==> config.mk <==
export PLATFORM = sky130hd
export DESIGN_NAME = encrypt_fsm
export DESIGN_NICKNAME = d
export VERILOG_FILES = /design/src/rtl/encrypt_fsm_pkg.sv /design/src/rtl/encrypt_fsm_des_round.sv /design/src/rtl/encrypt_fsm.sv
export SDC_FILE = /design/constraint.sdc
export NUM_CORES = 1
export LEC_CHECK = 0
export ABC_AREA = 1
export ABC_CLOCK_PERIOD_IN_PS = 3700
export CAP_MARGIN = 20
export CORE_MARGIN = 5
export CORE_UTILIZATION = 57
export DETAILED_ROUTE_END_ITERATION = 16
export GPL_ROUTABILITY_DRIVEN = 1
export PLACE_DENSITY_LB_ADDON = 0.3
export SKIP_CTS_REPAIR_TIMING = 1
export SYNTH_ARGS = -nofsm -noshare
export SYNTH_HDL_FRONTEND = slang
export SYNTH_SLANG_ARGS = --single-unit
==> constraint.sdc <==
create_clock -name clk -period 3.7 [get_ports clk]
set_input_delay 0.555 -clock clk [delete_from_list [all_inputs] [get_ports clk]]
set_output_delay 0.555 -clock clk [all_outputs]
set_load 0.03 [all_outputs]
==> src/rtl/encrypt_fsm_pkg.sv <==
// Shared constants, state encoding and DES permutation/S-box helpers for the
// iterative encryptor. All tables use the DES convention: entries are
// 1-based bit positions counted from the MSB of the source word.
package encrypt_fsm_pkg;

   localparam int N_K        = 64;
   localparam int N_B        = 64;
   localparam int ROUND_BITS = 4;

   typedef enum logic [1:0] {
      IDLE  = 2'd0,
      ROUND = 2'd1,
      DONE  = 2'd2
   } state_t;

   // left-rotate amount for C/D before each round's subkey
   localparam logic [1:0] SHIFT [0:15] = '{
      2'd1, 2'd1, 2'd2, 2'd2, 2'd2, 2'd2, 2'd2, 2'd2,
      2'd1, 2'd2, 2'd2, 2'd2, 2'd2, 2'd2, 2'd2, 2'd1};

   localparam int IP_T [0:63] = '{
      58,50,42,34,26,18,10, 2, 60,52,44,36,28,20,12, 4,
      62,54,46,38,30,22,14, 6, 64,56,48,40,32,24,16, 8,
      57,49,41,33,25,17, 9, 1, 59,51,43,35,27,19,11, 3,
      61,53,45,37,29,21,13, 5, 63,55,47,39,31,23,15, 7};

   localparam int FP_T [0:63] = '{
      40, 8,48,16,56,24,64,32, 39, 7,47,15,55,23,63,31,
      38, 6,46,14,54,22,62,30, 37, 5,45,13,53,21,61,29,
      36, 4,44,12,52,20,60,28, 35, 3,43,11,51,19,59,27,
      34, 2,42,10,50,18,58,26, 33, 1,41, 9,49,17,57,25};

   localparam int E_T [0:47] = '{
      32, 1, 2, 3, 4, 5,  4, 5, 6, 7, 8, 9,  8, 9,10,11,12,13,
      12,13,14,15,16,17, 16,17,18,19,20,21, 20,21,22,23,24,25,
      24,25,26,27,28,29, 28,29,30,31,32, 1};

   localparam int P_T [0:31] = '{
      16, 7,20,21,29,12,28,17,  1,15,23,26, 5,18,31,10,
       2, 8,24,14,32,27, 3, 9, 19,13,30, 6,22,11, 4,25};

   localparam int PC1_T [0:55] = '{
      57,49,41,33,25,17, 9, 1,58,50,42,34,26,18,
      10, 2,59,51,43,35,27,19,11, 3,60,52,44,36,
      63,55,47,39,31,23,15, 7,62,54,46,38,30,22,
      14, 6,61,53,45,37,29,21,13, 5,28,20,12, 4};

   localparam int PC2_T [0:47] = '{
      14,17,11,24, 1, 5, 3,28,15, 6,21,10,
      23,19,12, 4,26, 8,16, 7,27,20,13, 2,
      41,52,31,37,47,55,30,40,51,45,33,48,
      44,49,39,56,34,53,46,42,50,36,29,32};

   // S-boxes, each indexed by {row, col} = {b1 b6, b2..b5}
   localparam logic [3:0] SBOX [0:7][0:63] = '{
      '{14, 4,13, 1, 2,15,11, 8, 3,10, 6,12, 5, 9, 0, 7,
         0,15, 7, 4,14, 2,13, 1,10, 6,12,11, 9, 5, 3, 8,
         4, 1,14, 8,13, 6, 2,11,15,12, 9, 7, 3,10, 5, 0,
        15,12, 8, 2, 4, 9, 1, 7, 5,11, 3,14,10, 0, 6,13},
      '{15, 1, 8,14, 6,11, 3, 4, 9, 7, 2,13,12, 0, 5,10,
         3,13, 4, 7,15, 2, 8,14,12, 0, 1,10, 6, 9,11, 5,
         0,14, 7,11,10, 4,13, 1, 5, 8,12, 6, 9, 3, 2,15,
        13, 8,10, 1, 3,15, 4, 2,11, 6, 7,12, 0, 5,14, 9},
      '{10, 0, 9,14, 6, 3,15, 5, 1,13,12, 7,11, 4, 2, 8,
        13, 7, 0, 9, 3, 4, 6,10, 2, 8, 5,14,12,11,15, 1,
        13, 6, 4, 9, 8,15, 3, 0,11, 1, 2,12, 5,10,14, 7,
         1,10,13, 0, 6, 9, 8, 7, 4,15,14, 3,11, 5, 2,12},
      '{ 7,13,14, 3, 0, 6, 9,10, 1, 2, 8, 5,11,12, 4,15,
        13, 8,11, 5, 6,15, 0, 3, 4, 7, 2,12, 1,10,14, 9,
        10, 6, 9, 0,12,11, 7,13,15, 1, 3,14, 5, 2, 8, 4,
         3,15, 0, 6,10, 1,13, 8, 9, 4, 5,11,12, 7, 2,14},
      '{ 2,12, 4, 1, 7,10,11, 6, 8, 5, 3,15,13, 0,14, 9,
        14,11, 2,12, 4, 7,13, 1, 5, 0,15,10, 3, 9, 8, 6,
         4, 2, 1,11,10,13, 7, 8,15, 9,12, 5, 6, 3, 0,14,
        11, 8,12, 7, 1,14, 2,13, 6,15, 0, 9,10, 4, 5, 3},
      '{12, 1,10,15, 9, 2, 6, 8, 0,13, 3, 4,14, 7, 5,11,
        10,15, 4, 2, 7,12, 9, 5, 6, 1,13,14, 0,11, 3, 8,
         9,14,15, 5, 2, 8,12, 3, 7, 0, 4,10, 1,13,11, 6,
         4, 3, 2,12, 9, 5,15,10,11,14, 1, 7, 6, 0, 8,13},
      '{ 4,11, 2,14,15, 0, 8,13, 3,12, 9, 7, 5,10, 6, 1,
        13, 0,11, 7, 4, 9, 1,10,14, 3, 5,12, 2,15, 8, 6,
         1, 4,11,13,12, 3, 7,14,10,15, 6, 8, 0, 5, 9, 2,
         6,11,13, 8, 1, 4,10, 7, 9, 5, 0,15,14, 2, 3,12},
      '{13, 2, 8, 4, 6,15,11, 1,10, 9, 3,14, 5, 0,12, 7,
         1,15,13, 8,10, 3, 7, 4,12, 5, 6,11, 0,14, 9, 2,
         7,11, 4, 1, 9,12,14, 2, 0, 6,10,13,15, 3, 5, 8,
         2, 1,14, 7, 4,10, 8,13,15,12, 9, 0, 3, 5, 6,11}};

   function automatic logic [63:0] perm_ip(input logic [63:0] x);
      logic [63:0] y = '0;
      for (int i = 0; i < 64; i++) y[63-i] = x[64-IP_T[i]];
      return y;
   endfunction

   function automatic logic [63:0] perm_fp(input logic [63:0] x);
      logic [63:0] y = '0;
      for (int i = 0; i < 64; i++) y[63-i] = x[64-FP_T[i]];
      return y;
   endfunction

   function automatic logic [55:0] perm_pc1(input logic [63:0] x);
      logic [55:0] y = '0;
      for (int i = 0; i < 56; i++) y[55-i] = x[64-PC1_T[i]];
      return y;
   endfunction

   function automatic logic [47:0] perm_pc2(input logic [55:0] x);
      logic [47:0] y = '0;
      for (int i = 0; i < 48; i++) y[47-i] = x[56-PC2_T[i]];
      return y;
   endfunction

   function automatic logic [47:0] perm_e(input logic [31:0] x);
      logic [47:0] y = '0;
      for (int i = 0; i < 48; i++) y[47-i] = x[32-E_T[i]];
      return y;
   endfunction

   function automatic logic [31:0] perm_p(input logic [31:0] x);
      logic [31:0] y = '0;
      for (int i = 0; i < 32; i++) y[31-i] = x[32-P_T[i]];
      return y;
   endfunction

   function automatic logic [31:0] sbox_sub(input logic [47:0] x);
      logic [31:0] y = '0;
      logic [5:0]  six;
      for (int b = 0; b < 8; b++) begin
         six = x[47-6*b -: 6];
         y[31-4*b -: 4] = SBOX[b][{six[5], six[0], six[4:1]}];
      end
      return y;
   endfunction

endpackage

==> src/rtl/encrypt_fsm_des_round.sv <==
// One DES round, purely combinational (the shared des_round datapath).
//   l, r        : current Feistel halves
//   kc, kd      : current 28-bit key halves (pre-rotation)
//   shift       : rotate amount for this round (1 or 2)
//   l_nxt..kd_nxt : state after the round; the rotated key halves are
//                   returned so the next round continues from them
module encrypt_fsm_des_round
   import encrypt_fsm_pkg::*;
(
   input  logic [31:0] l,
   input  logic [31:0] r,
   input  logic [27:0] kc,
   input  logic [27:0] kd,
   input  logic [1:0]  shift,
   output logic [31:0] l_nxt,
   output logic [31:0] r_nxt,
   output logic [27:0] kc_nxt,
   output logic [27:0] kd_nxt
);

   logic [47:0] subkey;
   logic [31:0] f_out;

   // only 1 and 2 occur in the schedule
   assign kc_nxt = (shift == 2'd2) ? {kc[25:0], kc[27:26]} : {kc[26:0], kc[27]};
   assign kd_nxt = (shift == 2'd2) ? {kd[25:0], kd[27:26]} : {kd[26:0], kd[27]};

   assign subkey = perm_pc2({kc_nxt, kd_nxt});
   assign f_out  = perm_p(sbox_sub(perm_e(r) ^ subkey));

   assign l_nxt = r;
   assign r_nxt = l ^ f_out;

endmodule

==> src/rtl/encrypt_fsm.sv <==
// Iterative DES encryptor: one round per clock through a single shared
// round datapath, four-phase req/ack host handshake.
//   clk  : clock          rst  : async reset, active low
//   req  : host request   ack  : result valid (registered), held until req=0
//   k, m : key/plaintext, sampled on the accepting edge only
//   c    : ciphertext, registered, updated only on the completing edge
//   busy : high while rounds are running
// Only the 64-bit, 16-round configuration is supported.
module encrypt_fsm
   import encrypt_fsm_pkg::*;
#(
   parameter int N_K    = 64,
   parameter int N_B    = 64,
   parameter int ROUNDS = 16
) (
   input  logic           clk,
   input  logic           rst,
   input  logic           req,
   output logic           ack,
   input  logic [N_K-1:0] k,
   input  logic [N_B-1:0] m,
   output logic [N_B-1:0] c,
   output logic           busy
);

   localparam logic [ROUND_BITS-1:0] LAST = ROUND_BITS'(ROUNDS - 1);

   state_t                state;
   logic [ROUND_BITS-1:0] rnd;
   logic [31:0]           half_l, half_r;
   logic [27:0]           key_c, key_d;

   logic [31:0]           l_nxt, r_nxt;
   logic [27:0]           kc_nxt, kd_nxt;
   logic [63:0]           ip_m;
   logic [55:0]           pc1_k;

   assign ip_m  = perm_ip(m);
   assign pc1_k = perm_pc1(k);

   encrypt_fsm_des_round u_round (
      .l      (half_l),
      .r      (half_r),
      .kc     (key_c),
      .kd     (key_d),
      .shift  (SHIFT[rnd]),
      .l_nxt  (l_nxt),
      .r_nxt  (r_nxt),
      .kc_nxt (kc_nxt),
      .kd_nxt (kd_nxt)
   );

   assign busy = (state == ROUND);

   always_ff @(posedge clk or negedge rst) begin
      if (!rst) begin
         state  <= IDLE;
         ack    <= 1'b0;
         c      <= '0;
         rnd    <= '0;
         half_l <= '0;
         half_r <= '0;
         key_c  <= '0;
         key_d  <= '0;
      end else begin
         case (state)
            IDLE: begin
               // DONE is left only with req low, so a req seen here is
               // always a fresh request
               if (req) begin
                  {half_l, half_r} <= ip_m;
                  {key_c, key_d}   <= pc1_k;
                  rnd              <= '0;
                  state            <= ROUND;
               end
            end
            ROUND: begin
               half_l <= l_nxt;
               half_r <= r_nxt;
               key_c  <= kc_nxt;
               key_d  <= kd_nxt;
               if (rnd == LAST) begin
                  // preoutput is R16||L16 (final swap undone)
                  c     <= N_B'(perm_fp({r_nxt, l_nxt}));
                  ack   <= 1'b1;
                  state <= DONE;
               end else begin
                  rnd <= rnd + 1'b1;
               end
            end
            DONE: begin
               if (!req) begin
                  ack   <= 1'b0;
                  state <= IDLE;
               end
            end
            default: begin
               ack   <= 1'b0;
               state <= IDLE;
            end
         endcase
      end
   end

endmodule

; Yosys cells after proc, flatten, opt, wreduce, memory -nomap -nowiden
; Memories as Yosys holds them, arrays and structs flattened.
; Index checks and enable logic that the tools add are counted.
[classes]
add_sub_neg = 1
n_lt_le_gt_ge = 9
eq_ne = 8
n_mux = 38
n_bitwise = 12
n_reduce_logical = 7
[op_table]
columns = cell, count
row1 = $pmux W32 S2, 2
row2 = $mux W28, 4
row3 = $pmux W28 S2, 2
row4 = $mux W4, 18
row5 = $mux W32, 2
row6 = $ge A7 B7 Y1 const B, 8
row7 = $not A6 Y7, 8
row8 = $xor A48 B48 Y48, 1
row9 = $xor A32 B32 Y32, 1
row10 = $mux W2, 5
row11 = $reduce_and A3 Y1, 3
row12 = $pmux W4 S2, 1
row13 = $ne A2 B2 Y1 const B, 3
row14 = $pmux W2 S3, 1
row15 = $ge A5 B5 Y1 const B, 1
row16 = $not A4 Y5, 1
row17 = $add A4 B1 Y4 const B, 1
row18 = $eq A2 B2 Y1 const B, 2
row19 = $eq A4 B4 Y1 const B, 1
row20 = $reduce_and A2 Y1, 2
row21 = $pmux W1 S3, 1
row22 = $eq A2 B1 Y1 const B, 1
row23 = $logic_not A2 Y1, 1
row24 = $mux W1, 2
row25 = other kinds (3), 3
[totals]
register_bits = 191
mem_bits_ro = 2080
wordCells = 92
memories = 9
[mem_list]
columns = name, words, width, rd, rd_clocked_by_memory_dff, write_ports, line
row1 = (name not given), 64, 4, 1, 0, 0, encrypt_fsm_pkg.sv:130  ; y[31-4*b -: 4] = SBOX[b][{six[5], six[0], six[4:1]}];
row2 = (name not given), 64, 4, 1, 0, 0, encrypt_fsm_pkg.sv:130
row3 = (name not given), 64, 4, 1, 0, 0, encrypt_fsm_pkg.sv:130
row4 = (name not given), 64, 4, 1, 0, 0, encrypt_fsm_pkg.sv:130
row5 = (name not given), 64, 4, 1, 0, 0, encrypt_fsm_pkg.sv:130
row6 = (name not given), 64, 4, 1, 0, 0, encrypt_fsm_pkg.sv:130
row7 = +3 memories, -, -, -, -, -, -

; Depth between registers and ports, before layout
[logic_depth]
word_depth = 13
mapped_depth = 26
depth_no_buf = 24

; Hierarchy
; A second synthesis with hierarchy kept.
[hier_totals]
hier_cells = 2753
hier_area_um2 = 16529.6
[modules_own_cells]
columns = module, n_inst, cells_each, area_per_inst_um2, seq_area_each_um2
row1 = encrypt_fsm, 1, 1234, 9076.2, 4779.6
row2 = encrypt_fsm_des_round, 1, 1519, 7453.4, 0.0

; Worst setup path before layout
; No wires, ideal clock.
[synth_path]
path_type = register to register
startpoint = register rnd[0]
endpoint = register half_r[12]
setup_ns = 0.116
arrival_ns = 2.617
required_time_ns = 3.584
path_slack_ns = 0.967
stages_incl_launch_ff = 22
n_path_buf = 2
synth_period_minus_slack_ns = 2.733
cell_sequence = dfrtp_1 ha_1 nand2_1 inv_2 nand2_2 buf_2 buf_2 nand3_1 nand3_1 nand2_1 inv_1 ha_1 inv_1 nand3_1 nand2_1 inv_1 nand2_1 nand3_1 nand3_1 nand3_1 nand2_1 nand2_1
[synth_via]
elab_chain_cells = 13
[synth_rtl]
columns = element, line
row1 = from (decl), encrypt_fsm.sv:29  ; logic [ROUND_BITS-1:0] rnd;
row2 = from (signal assigned), encrypt_fsm.sv:88  ; rnd <= rnd + 1'b1;
row3 = $not A4 Y5 (implied by the code), encrypt_fsm.sv:46  ; .shift (SHIFT[rnd]),
row4 = $mem_v2 Z16 W2, -
row5 = $mux W2 (implied by the code) (2 in a row), encrypt_fsm.sv:46
row6 = $eq A2 B2 Y1, encrypt_fsm_des_round.sv:25  ; assign kc_nxt = (shift == 2'd2) ? {kc[25:0], kc[27:26]} : {kc[26:0], kc[27]};
row7 = $mux W28, encrypt_fsm_des_round.sv:25
row8 = $xor A48 B48 Y48, encrypt_fsm_des_round.sv:29  ; assign f_out = perm_p(sbox_sub(perm_e(r) ^ subkey));
row9 = $not A6 Y7 (implied by the code), encrypt_fsm_pkg.sv:130
row10 = $mem_v2 Z64 W4, -
row11 = $mux W4 (implied by the code) (2 in a row), encrypt_fsm_pkg.sv:130
row12 = $xor A32 B32 Y32, encrypt_fsm_des_round.sv:32  ; assign r_nxt = l ^ f_out;
row13 = $pmux W32 S2, encrypt_fsm.sv:66  ; case (state)
row14 = to (signal assigned), encrypt_fsm.sv:71  ; {half_l, half_r} <= ip_m;
row15 = to (signal assigned), encrypt_fsm.sv:79  ; half_r <= r_nxt;
row16 = to (decl), encrypt_fsm.sv:30  ; logic [31:0] half_l, half_r;
; No other way between the ends. The select of a mux whose other input is x is not followed.
; A chain may end at the register's enable or synchronous reset.

; Worst setup path in the final report
[layout_path]
startpoint = register rnd[0]
endpoint = register half_r[29]
[layout_via]
elab_chain_cells = 13
[layout_rtl]
columns = element, line
row1 = $not A4 Y5 (implied by the code), encrypt_fsm.sv:46
row2 = $mem_v2 Z16 W2, -
row3 = $mux W2 (implied by the code) (2 in a row), encrypt_fsm.sv:46
row4 = $eq A2 B2 Y1, encrypt_fsm_des_round.sv:26  ; assign kd_nxt = (shift == 2'd2) ? {kd[25:0], kd[27:26]} : {kd[26:0], kd[27]};
row5 = $mux W28, encrypt_fsm_des_round.sv:26
row6 = $xor A48 B48 Y48, encrypt_fsm_des_round.sv:29
row7 = $not A6 Y7 (implied by the code), encrypt_fsm_pkg.sv:130
row8 = $mem_v2 Z64 W4, -
row9 = $mux W4 (implied by the code) (2 in a row), encrypt_fsm_pkg.sv:130
row10 = $xor A32 B32 Y32, encrypt_fsm_des_round.sv:32
row11 = $pmux W32 S2, encrypt_fsm.sv:66
; No other way between the ends. The select of a mux whose other input is x is not followed.

==> summary.md <==
| Metric | Value |
|---|---|
| Status | `complete, no violations` |
| Via density | `6.02` |
| Syn Inst Count | `2358` |
| Synth Register Bits | `around 190` |
| Die W | `roughly 170 um` |
| Unique masters post-synth | `33` |
| Clock buffer depth | `2` |
| Design Area, Final | `about 18000 sq um` |
| Post-Syn Nets | `~2600` |
| Slowest stage delay, CP | `~0.4 ns` |
| Period utilization | `0.907` |
| DRT Wirelength | `55700 um` |
| Ratio of cells with drive above 1 in the final layout | `0.0452` |
| Placed Area | `~17000 sq um` |
| CP Launch Type | `flip-flop` |
| Setup violations, final | `0` |
| Largest delay share family, worst path | `simple AND/OR/NAND/NOR gates` |
| Die Y | `about 170 um` |
| CP Class | `flip-flop to flip-flop` |
| Core area | `26000 sq um` |
| Initial drt markers | `~2300` |
| DR DRC count | `0` |
| Antenna-violating nets left | `0` |
| First-pass GRT wire length | `~86000 um` |
| Worst-Skew Late Latency | `roughly 0.45 ns` |
| Antenna violations before repair | `0` |
| TritonRoute pass-1 iters | `6` |
| Rel. slew slack | `0.472` |
| MaxCap Viol Count | `0` |
| Total number of vias | `17100` |
| Critical path's slowest cell | `dfrtp_1` |
| Worst-margin pin slew | `0.791 ns` |
| Data required, critical path | `between 4 and 5 ns` |
| I/O Pins | `a little under 200` |
| Post-synth EDFFs | `0` |
| Total track usage | `0.370` |
| Final Critical Period | `3.36 ns` |
| Largest net degree at the start of global routing | `164` |
| Hold Crit Class | `input port to async pin` |
| Final setup skew | `between 0.015 and 0.02 ns` |
| Highest clock rate | `298 MHz` |
| Sum Neg Setup Slack | `0 ns` |
| Mapped Area | `~15000 sq um` |
| Critical Path AT | `roughly 3.7 ns` |
| Synth area leader | `dfrtp_1` |
| RePlAce Congestion | `0.963` |
| Crit-path most repeated cell | `nand2_1` |
| CP Buf/Inv Count | `4` |
| Worst-path fanout max | `24` |
| Synth warn | `0` |
| Synth Flop Type | `dfrtp_1` |
| Fin. Hold Viols | `0` |
| Ant diodes | `0` |
| Nets | `2683` |
| Dpl hpwl | `between 40000 and 50000 um` |
| Die area | `approximately 30000 sq um` |
| # port buffers | `between 150 and 200` |
| CTS tree | `done` |
| Fillers | `~2300` |
| Top-area cell type share of the netlist area | `0.318` |
| Crit. End Element | `flip-flop` |
| Top cells by count, synth | `965 x nand2_1, 492 x nand3_1, 191 x dfrtp_1` |
| Wirelength per Cell | `a little under 20 um` |
| Area Growth Syn to Fin | `18.5%` |
| Htree depth | `4` |
| Seq/Total Area, Yosys | `0.318` |
| Grt ovf | `0` |
| Clk slew on worst S/H paths | `approximately 0.090 ns` |
| Async SR Flop Fraction | `1.00` |
| Row cnt | `59` |
| Top-count cell post-synth | `nand2_1` |
| Cell breakdown of the critical path | `inv_1 -> ha_1 -> inv_1 -> nand2_1 -> nand3_2 -> nand2_8 -> buf_12 -> nand2_1 -> nand2_1 -> nand2_1 -> nand2_1 -> ha_1 -> inv_1 -> nand2_1 -> nand2_1 -> nand2_1 -> nand3_1 -> nand3_1 -> nand3_1 -> nand3_1 -> nand2_1 -> nand2_1` |
| CTS Buf Count | `17` |
| Vias in the first global route | `between 15000 and 20000` |
| Clock sink count | `roughly 190` |
| Top area cells in the synthesized netlist | `dfrtp_1 32%, nand2_1 24%, nand3_1 16%, ha_1 5.3%, inv_1 4.7%` |
| RSZ-0062 raised after global routing | `false` |
| Pins Over Slew Limit | `0` |
| Initial core utilization | `0.579` |
| CTS Root Cell | `clkbuf_16` |
| Syn avg cell area | `approximately 6.4 sq um` |
-- final cells by class --
cell class | instances | area, sq um | share of cell area
multi-input combinational | 1858 | 8990 | 0.505
sequential | 191 | 4780 | 0.268
timing repair buffer | 217 | 2230 | 0.125
inverter | 203 | 762 | 0.0428
clock buffer | 18 | 439 | 0.0247
tap | 335 | 419 | 0.0235
clock inverter | 14 | 189 | 0.0106
-- worst reg2reg max path, cell delays in order, from the launching register on --
cell and delay (ns):
dfrtp_1 0.40, inv_1 0.09, ha_1 0.14, inv_1 0.04, nand2_1 0.06, nand3_2 0.17, nand2_8 0.22, buf_12 0.19
nand2_1 0.11, nand2_1 0.11, nand2_1 0.06, nand2_1 0.20, ha_1 0.31, inv_1 0.09, nand2_1 0.12, nand2_1 0.11
nand2_1 0.05, nand3_1 0.08, nand3_1 0.10, nand3_1 0.14, nand3_1 0.24, nand2_1 0.15, nand2_1 0.06
-- cells by family after synthesis --
| kind of cell | synth area share |
|---|---|
| AND/OR/NAND/NOR | 0.443 |
| XOR/XNOR | 0.0122 |
| buffers and inverters | 0.0865 |
| adder cells (fa/ha/maj) | 0.0533 |
| AO/OA/AOI/OAI | 0.0876 |
| flip-flops | 0.318 |
-- registers in the layout (all words and copies together) (netlist names) --
register	cells
key_c	28
half_r	32
c	64
ack	1
state	2
key_d	28
rnd	4
half_l	32
-- worst paths after layout --
check | start | to | slack, ns | cells past startpoint
min | rst | rnd[2]$_DFFE_PN0P_ | 0.09 | 1
min in group clk | c[22]$_DFFE_PN0P_ | c[22]$_DFFE_PN0P_ | 0.48 | 2
max in group asynchronous | rst | half_r[16]$_DFFE_PN0P_ | 2.67 | 2
max | rnd[0]$_DFFE_PN0P_ | half_r[29]$_DFFE_PN0P_ | 0.34 | 22
min reg2reg | c[22]$_DFFE_PN0P_ | c[22]$_DFFE_PN0P_ | 0.48 | 2
max reg2reg | rnd[0]$_DFFE_PN0P_ | half_r[29]$_DFFE_PN0P_ | 0.34 | 22
-- per-layer routing --
metal | routed length, um | up-vias | track usage | share of wire
li1 | - | 7983 | - | -
met2 | 26300 | 1018 | 0.616 | 0.47
met4 | 3570 | 0 | 0.203 | 0.064
met5 | 0 | - | 0 | 0
met3 | 5140 | 173 | 0.0569 | 0.092
met1 | 20700 | 7899 | 0.461 | 0.37
-- cell usage in the layout (no fill, tap or decap), types with 3 or more instances in the layout --
cell type	count
clkdlybuf4s50_1	187
nor2_4	3
xor2_1	6
inv_2	14
o211ai_1	31
inv_8	4
o21ai_1	5
buf_4	19
nor3_1	31
nor2_1	78
clkbuf_16	17
nand3_1	492
nand2_1	965
o221ai_1	15
a21oi_1	24
a221oi_1	31
nand4_1	4
ha_1	64
buf_12	10
inv_1	186
o21ai_0	64
a211oi_1	8
inv_6	4
xor2_2	8
dfrtp_1	191
nand2_2	8
o21ai_2	12
clkinv_1	3
-- metrics by stage --
stage | cells | util | hold slack [ns] | setup slack (ns)
after floorplan | 2358 | - | 0.259 | 0.967
after global placement | 2804 | 0.661 | 0.463 | 0.421
after detailed placement | 2804 | 0.661 | 0.465 | 0.394
after CTS | 2836 | 0.685 | 0.179 | 0.370
after global routing | 2836 | 0.685 | 0.180 | 0.0440
final | 2836 | 0.685 | 0.0937 | 0.343
Power is not shown: default switching activity piles up to over one toggle a cycle in this logic, so the estimate is an artifact.
